`src/rtl/stream_in_buffer.sv`:
```
// stream_in_buffer
//   Pad-side ingress buffer feeding the core inStream interface.
//   Accepted pad beats land in a one-entry stage register, are written into a
//   first-word-fall-through FIFO on the following edge, and are presented on
//   the m_* side straight from FIFO storage. Fixed latency, no beat is ever
//   created, dropped or reordered.
//
// Parameters
//   DW    - stream data width
//   DEPTH - FIFO entries (power of two, >= 4)
//
// Ports
//   wb_clk_i      - single clock, rising edge
//   wb_rst_i      - synchronous active-high reset
//   en_i          - ingress enable (gates pad_ready_o from the next edge)
//   pad_valid_i   - pad-side beat valid
//   pad_data_i    - pad-side beat data
//   pad_last_i    - pad-side end of packet
//   pad_ready_o   - registered pad-side ready
//   m_valid_o     - core-side valid (FIFO not empty)
//   m_data_o      - core-side data (FIFO head)
//   m_last_o      - core-side last (FIFO head)
//   m_ready_i     - core-side ready
//   level_o       - occupancy: FIFO count plus stage entry
//   stat_clr_i    - statistics clear
//   stat_beats_o  - popped beat counter
//   stat_pkts_o   - popped packet (last) counter
//
// Build option
//   STREAM_IN_STATS_EN - when defined, enables the statistics counters;
//   otherwise both counters read constant 0 and stat_clr_i is ignored.

module stream_in_buffer #(
    parameter int DW    = 8,
    parameter int DEPTH = 16
) (
    input  logic                     wb_clk_i,
    input  logic                     wb_rst_i,
    input  logic                     en_i,
    input  logic                     pad_valid_i,
    input  logic [DW-1:0]            pad_data_i,
    input  logic                     pad_last_i,
    output logic                     pad_ready_o,
    output logic                     m_valid_o,
    output logic [DW-1:0]            m_data_o,
    output logic                     m_last_o,
    input  logic                     m_ready_i,
    output logic [$clog2(DEPTH):0]   level_o,
    input  logic                     stat_clr_i,
    output logic [15:0]              stat_beats_o,
    output logic [15:0]              stat_pkts_o
);

    localparam int AW = $clog2(DEPTH);
    localparam logic [AW:0] READY_LIMIT = (AW+1)'(DEPTH - 2);

    // Storage holds {last, data}; intentionally not reset.
    logic [DW:0]    mem_q [DEPTH];
    logic [DW:0]    head;

    logic           s_vld_q,  s_vld_d;
    logic [DW-1:0]  s_data_q, s_data_d;
    logic           s_last_q, s_last_d;
    logic           pad_ready_q, pad_ready_d;
    logic [AW-1:0]  wr_ptr_q, wr_ptr_d;
    logic [AW-1:0]  rd_ptr_q, rd_ptr_d;
    logic [AW:0]    count_q,  count_d;
    logic [AW:0]    occ_next;

    logic           accept;
    logic           push;
    logic           pop;

    always_comb begin
        accept   = pad_valid_i && pad_ready_q;
        push     = s_vld_q;
        pop      = (count_q != '0) && m_ready_i;

        s_vld_d  = accept;
        s_data_d = s_data_q;
        s_last_d = s_last_q;
        if (accept) begin
            s_data_d = pad_data_i;
            s_last_d = pad_last_i;
        end

        wr_ptr_d = wr_ptr_q + AW'(push);
        rd_ptr_d = rd_ptr_q + AW'(pop);
        count_d  = count_q + (AW+1)'(push) - (AW+1)'(pop);

        // Ready looks at next-cycle occupancy including the stage entry, so
        // one more acceptance can still be absorbed: peak occupancy DEPTH-1.
        occ_next    = count_d + (AW+1)'(s_vld_d);
        pad_ready_d = en_i && (occ_next <= READY_LIMIT);
    end

    always_ff @(posedge wb_clk_i) begin
        if (wb_rst_i) begin
            s_vld_q     <= 1'b0;
            s_data_q    <= '0;
            s_last_q    <= 1'b0;
            pad_ready_q <= 1'b0;
            wr_ptr_q    <= '0;
            rd_ptr_q    <= '0;
            count_q     <= '0;
        end else begin
            s_vld_q     <= s_vld_d;
            s_data_q    <= s_data_d;
            s_last_q    <= s_last_d;
            pad_ready_q <= pad_ready_d;
            wr_ptr_q    <= wr_ptr_d;
            rd_ptr_q    <= rd_ptr_d;
            count_q     <= count_d;
        end
    end

    always_ff @(posedge wb_clk_i) begin
        if (push) begin
            mem_q[wr_ptr_q] <= {s_last_q, s_data_q};
        end
    end

    assign head        = mem_q[rd_ptr_q];
    assign m_data_o    = head[DW-1:0];
    assign m_last_o    = head[DW];
    assign m_valid_o   = (count_q != '0);
    assign pad_ready_o = pad_ready_q;
    assign level_o     = count_q + (AW+1)'(s_vld_q);

`ifdef STREAM_IN_STATS_EN
    logic [15:0] beats_q, beats_d;
    logic [15:0] pkts_q,  pkts_d;

    always_comb begin
        beats_d = beats_q;
        pkts_d  = pkts_q;
        if (stat_clr_i) begin
            beats_d = '0;
            pkts_d  = '0;
        end else if (pop) begin
            beats_d = beats_q + 16'd1;
            if (m_last_o) begin
                pkts_d = pkts_q + 16'd1;
            end
        end
    end

    always_ff @(posedge wb_clk_i) begin
        if (wb_rst_i) begin
            beats_q <= '0;
            pkts_q  <= '0;
        end else begin
            beats_q <= beats_d;
            pkts_q  <= pkts_d;
        end
    end

    assign stat_beats_o = beats_q;
    assign stat_pkts_o  = pkts_q;
`else
    logic unused_stat_clr;

    assign unused_stat_clr = stat_clr_i;
    assign stat_beats_o    = '0;
    assign stat_pkts_o     = '0;
`endif

endmodule

```
`config.mk`:
```
export PLATFORM = sky130hd
export DESIGN_NAME = stream_in_buffer
export DESIGN_NICKNAME = d
export VERILOG_FILES = /design/src/rtl/stream_in_buffer.sv
export SDC_FILE = /design/constraint.sdc
export NUM_CORES = 1
export LEC_CHECK = 0
export CORE_UTILIZATION = 55
export DETAILED_ROUTE_END_ITERATION = 7
export GPL_TIMING_DRIVEN = 0
export PLACE_DENSITY_LB_ADDON = 0.05
export SLEW_MARGIN = 30
export SYNTH_ARGS = -nofsm -noshare
export SYNTH_HDL_FRONTEND = slang
export SYNTH_SLANG_ARGS = --single-unit
```
`constraint.sdc`:
```
create_clock -name wb_clk_i -period 3.25 [get_ports wb_clk_i]
set_clock_uncertainty 0.05 [all_clocks]
set_input_delay 0.65 -clock wb_clk_i [delete_from_list [all_inputs] [get_ports wb_clk_i]]
set_output_delay 0.65 -clock wb_clk_i [all_outputs]
set_load 0.02 [all_outputs]
```
## After elaboration in Yosys (flattened, before gate mapping)

Memory sizes are Yosys's and may differ from the RTL's. A register that Yosys moved wholly into a read port is not among the register bits.
Index checks and enable logic that the tools add are counted.

| operators by class | value |
|---|---|
| multiplexer cells | 3 |
| reductions and logical operators | 4 |
| add/sub/neg operators | 5 |
| $lt $le $gt $ge | 1 |

Operator list:

| kind | count |
|---|---|
| adder 5 x 1 -> 5 bit | 2 |
| adder 4 x 1 -> 4 bit | 2 |
| <= comparator 5 x 4 -> 1 bit (second input constant) | 1 |
| nonzero test 5 bit | 1 |
| subtractor 5 x 1 -> 5 bit | 1 |
| 2-to-1 mux 4 bit | 1 |
| logical AND 1 bit | 3 |
| 2-to-1 mux 1 bit | 2 |

| word-level totals | value |
|---|---|
| logic and storage cells | 21 |
| input port bits | 15 |
| memories kept | 1 |
| output and inout port bits | 48 |
| bits in writable memories | 144 |
| bits in registers | 24 |

Memories:

| name | words | bits a word | read ports | clocked after memory_dff | write ports | RTL line | text |
|---|---|---|---|---|---|---|---|
| mem_q | 16 | 9 | 1 | 1 | 1 | 58 | `logic [DW:0] mem_q [DEPTH];` |

## Longest topological paths before layout

| depth | value |
|---|---|
| depth after elaboration | 6 |
| mapped depth | 12 |

## Worst setup path before layout

Ideal clock, no wire load.

| path | value |
|---|---|
| kind | reg-to-reg |
| start | reg count_q[3] |
| end | reg pad_ready_q (netlist: pad_ready_o) |
| stages on the path, launching flop included | 13 |
| arrival time | 2.311 ns |
| path slack | 0.801 ns |
| setup time | 0.088 ns |
| path buffers | 1 |
| required time | 3.112 ns |
| clock period less this slack | 2.449 ns |
| cells stage by stage | dfxtp_1 buf_2 nor3_1 nand2_1 and2_1 ha_1 ha_1 inv_1 ha_1 nor2_1 nand2_1 mux2_4 o32ai_2 |

| between the ends | value |
|---|---|
| longest elaborated chain between the ends | 6 |
| elaborated cells on any way between the ends | 7 |
| those cells by class | add/sub (3); order compare (1); reduce/logical (3) |

Ends and longest elaborated chain:

| element | RTL line | text |
|---|---|---|
| start, declared | 67 | `logic [AW:0] count_q, count_d;` |
| start signal, assigned | 113 | `count_q <= count_d;` |
| nonzero test 5 bit | -- |  |
| via m_valid_o | 44 | `output logic m_valid_o,` |
| logical AND 1 bit | 77 | `pop = (count_q != '0) && m_ready_i;` |
| subtractor 5 x 1 -> 5 bit | 89 | `count_d = count_q + (AW+1)'(push) - (AW+1)'(pop);` |
| via count_d[1] | 67 |  |
| adder 5 x 1 -> 5 bit | 93 | `occ_next = count_d + (AW+1)'(s_vld_d);` |
| <= comparator 5 x 4 -> 1 bit | 94 | `pad_ready_d = en_i && (occ_next <= READY_LIMIT);` |
| logical AND 1 bit | 94 |  |
| end signal, assigned | 110 | `pad_ready_q <= pad_ready_d;` |
| end, declared | 64 | `logic pad_ready_q, pad_ready_d;` |

The timed path passes the listed nets, and every way through them passes these cells.
A chain may end at the register's enable or synchronous reset.

==> reports/summary.txt <==
commonest cells after routing, fill and taps aside: edfxtp_1 (144), buf_4 (39), conb_1 (32)
Final Cell Area: 8283 um^2
RSZ-0062 raised after global routing: no
Ports: 63
register area: 4805 um^2
Die Ht: 114.9 um
Multi-input gate area: 1919 um^2
area of the die: 13,200 um^2
clock tree buffer depth: 2
FMAX: 313.4 MHz
arrival time at the worst endpoint: 2.49 ns
routed vias/inst: 5.436
Final TNS setup: 0 ns
Max Cap Violations: 0
GPL Wtd Cong: 0.7655
# rows: 40
WL/cell: 20.39 um
Cell Area, Placed: 7687 um^2
initial DRC count: 362
Overflow after GRT: 0
run status: finished clean
DR vias: 3,528
synth unique cells: 34
CTS Root Buffer Type: clkbuf_16
# diodes: 0
Combinational Power Share: 24.5%
DRT antenna net count: 0
CP endpoint kind: output pin
FILL cells: 884
DPL Wire Length: 8696 um
average size of a mapped cell: 18.31 um^2
Place WS: 0.1406 ns
CP Max Fanout: 10
Post-Route WL: 13,230 um
core area: 12,210 um^2
measured slew at the worst slew-check pin: 0.9563 ns
drt pass-1 iters: 5
Die W: 114.9 um
fin. max-slew vios: 0
layout cells sized above 1: 25.78%
vias in the first global route: 3,422
CTS tree: done
Sw Pwr: 1553 uW
CP Launch Type: register
Hold Path Class: reg2reg
Starting Density: 57.42%
setup violators final: 0
largest net degree at the start of global routing: 18
worst skew pair latency: 0.42 ns
Clock power frac: 33.5%
Worst Setup SP: rd_ptr_q[0]
clock slew at reported path FFs: 0.06 ns
Pint: 4355 uW
top cells by area, synth: edfxtp_1 (62%), mux4_1 (7.9%), mux4_2 (7.7%)
Final Critical Period: 3.191 ns
Layout Nets: 493
gr usage total: 22.15%
Seq cells post-synth: 168
final hold viol count: 0
Post-Synthesis Cells: 383
hold path cells: 2
Final Cycle Share: 98.18%
Power Density: 713.3 nW/um^2
DRC: 0
Worst Reg-to-Reg Cells: 11
Syn. warnings: 0
leakage power figure: 0.002905 uW
Clock Sinks: 168
commonest non-fill, non-tap cell in the layout: edfxtp_1
worst ir drop on vdd: 379.0 uV
Reg-to-Reg Start: count_q[3]
I/O Buffers: 29
fin worst setup slack: 0.05923 ns
Design Power: 5908 uW
Max-slew headroom: 36.01%
CTS buffer count: 17
biggest area consumer among synthesized cells: edfxtp_1
H-tree levels: 4
Hold Path Origin: rd_ptr_q[1]
crit path kind: reg2out
antenna violations before repair: 0
Seq/Total Area, Yosys: 68.52%
switching share of power: 26.29%
first-pass GRT wire length: 19,980 um
top cell type's share of synthesized area: 61.67%
hold buffers post-CTS: 0
sequential power share: 42.0%
hold slack: 0.5661 ns
area grow syn2layout: 18.13%
Syn Std Cell Area: 7012 um^2
required time worst endpoint: 2.55 ns
[per-stage QoR]
step | utilization [%] | cells
after floorplan | - | 414
after global placement | 62.47 | 611
after detailed placement | 62.95 | 615
after CTS | 67.79 | 649
after global routing | 67.83 | 649
final | 67.83 | 649
[synth_stat cells]
| cell type | instances |
|---|---|
| a211oi_1 | 1 |
| a21oi_1 | 11 |
| a21oi_2 | 1 |
| a31oi_1 | 1 |
| and2_1 | 1 |
| and2_4 | 1 |
| buf_2 | 3 |
| buf_4 | 34 |
| buf_6 | 6 |
| buf_8 | 2 |
| clkbuf_1 | 5 |
| clkinv_1 | 1 |
| conb_1 | 1 |
| dfxtp_1 | 24 |
| edfxtp_1 | 144 |
| ha_1 | 10 |
| inv_1 | 5 |
| mux2_4 | 1 |
| mux4_1 | 21 |
| mux4_2 | 24 |
| nand2_1 | 24 |
| nand2b_1 | 3 |
| nand3_1 | 6 |
| nand3b_1 | 3 |
| nor2_1 | 24 |
| nor2b_1 | 5 |
| nor3_1 | 5 |
| nor4b_1 | 1 |
| o32ai_2 | 2 |
| or2b_1 | 1 |
| or3b_2 | 1 |
| xnor2_1 | 5 |
| xnor2_2 | 1 |
| xor2_1 | 5 |
[power groups by stage]
stage / sequential (uW) / clock [uW] / combinational [uW]
floorplan: 2500 / 0 / 1010
global placement: 2520 / 0 / 1410
detailed placement: 2530 / 0 / 1420
CTS: 2490 / 2010 / 1460
global route: 2490 / 2090 / 1560
finish: 2480 / 1980 / 1450
[layout make-up]
class / instances / share of cell area, %
well taps: 168 / 2.538
flip-flops and latches: 168 / 58.01
repair buffers: 35 / 4.003
plain buffers: 50 / 4.940
clock buffers: 18 / 5.181
inverters: 6 / 0.2719
clock inverters: 14 / 1.888
multi-input cells: 190 / 23.17
[critical path, stage by stage (launching register included)]
cell and delay, ns:
dfxtp_1 0.36, buf_8 0.17, buf_12 0.16, mux4_1 0.60, mux4_2 0.46, clkdlybuf4s15_1 0.30
[layer usage]
metal  GRT usage (%)  vias up  share of wire (%)
met3           5.113       15                6.3
met4           7.013        0                1.2
met2           35.26      127                 49
met5               0        -                  0
li1                -     1605                  -
met1           30.77     1781                 44
[repair_timing]
action,in CTS,in global routing
setup endpoints to repair,9,7
setup buffers,2,0
resized for setup,21,7
cloned,0,0
[cells by family (layout without fill, tap and decap cells)]
group / Yosys count / after routing / synth area share, %
other: 1 / 32 / 0.05348
adders and majority gates: 10 / 10 / 1.784
AOI/OAI and AO/OA: 16 / 16 / 1.570
and+or+nand+nor: 75 / 75 / 4.961
buffers and inverters: 56 / 123 / 5.835
xor gates and xnor gates: 11 / 11 / 1.481
muxes: 46 / 46 / 15.79
DFF: 168 / 168 / 68.52
[state kept, by name, indices dropped and copies added (netlist names)]
register	cells
s_last_q	1
s_data_q	8
push	1
wr_ptr_q	4
count_q	5
mem_q	144
pad_ready_o	1
rd_ptr_q	4
[worst paths after layout]
path	endpoint	slack [ns]
setup / recovery	m_data_o[6]	0.06
hold / removal	rd_ptr_q[1]	0.57
setup reg to reg	pad_ready_o	0.71
hold reg to reg	rd_ptr_q[1]	0.57
(Power assumes the default switching activity.)
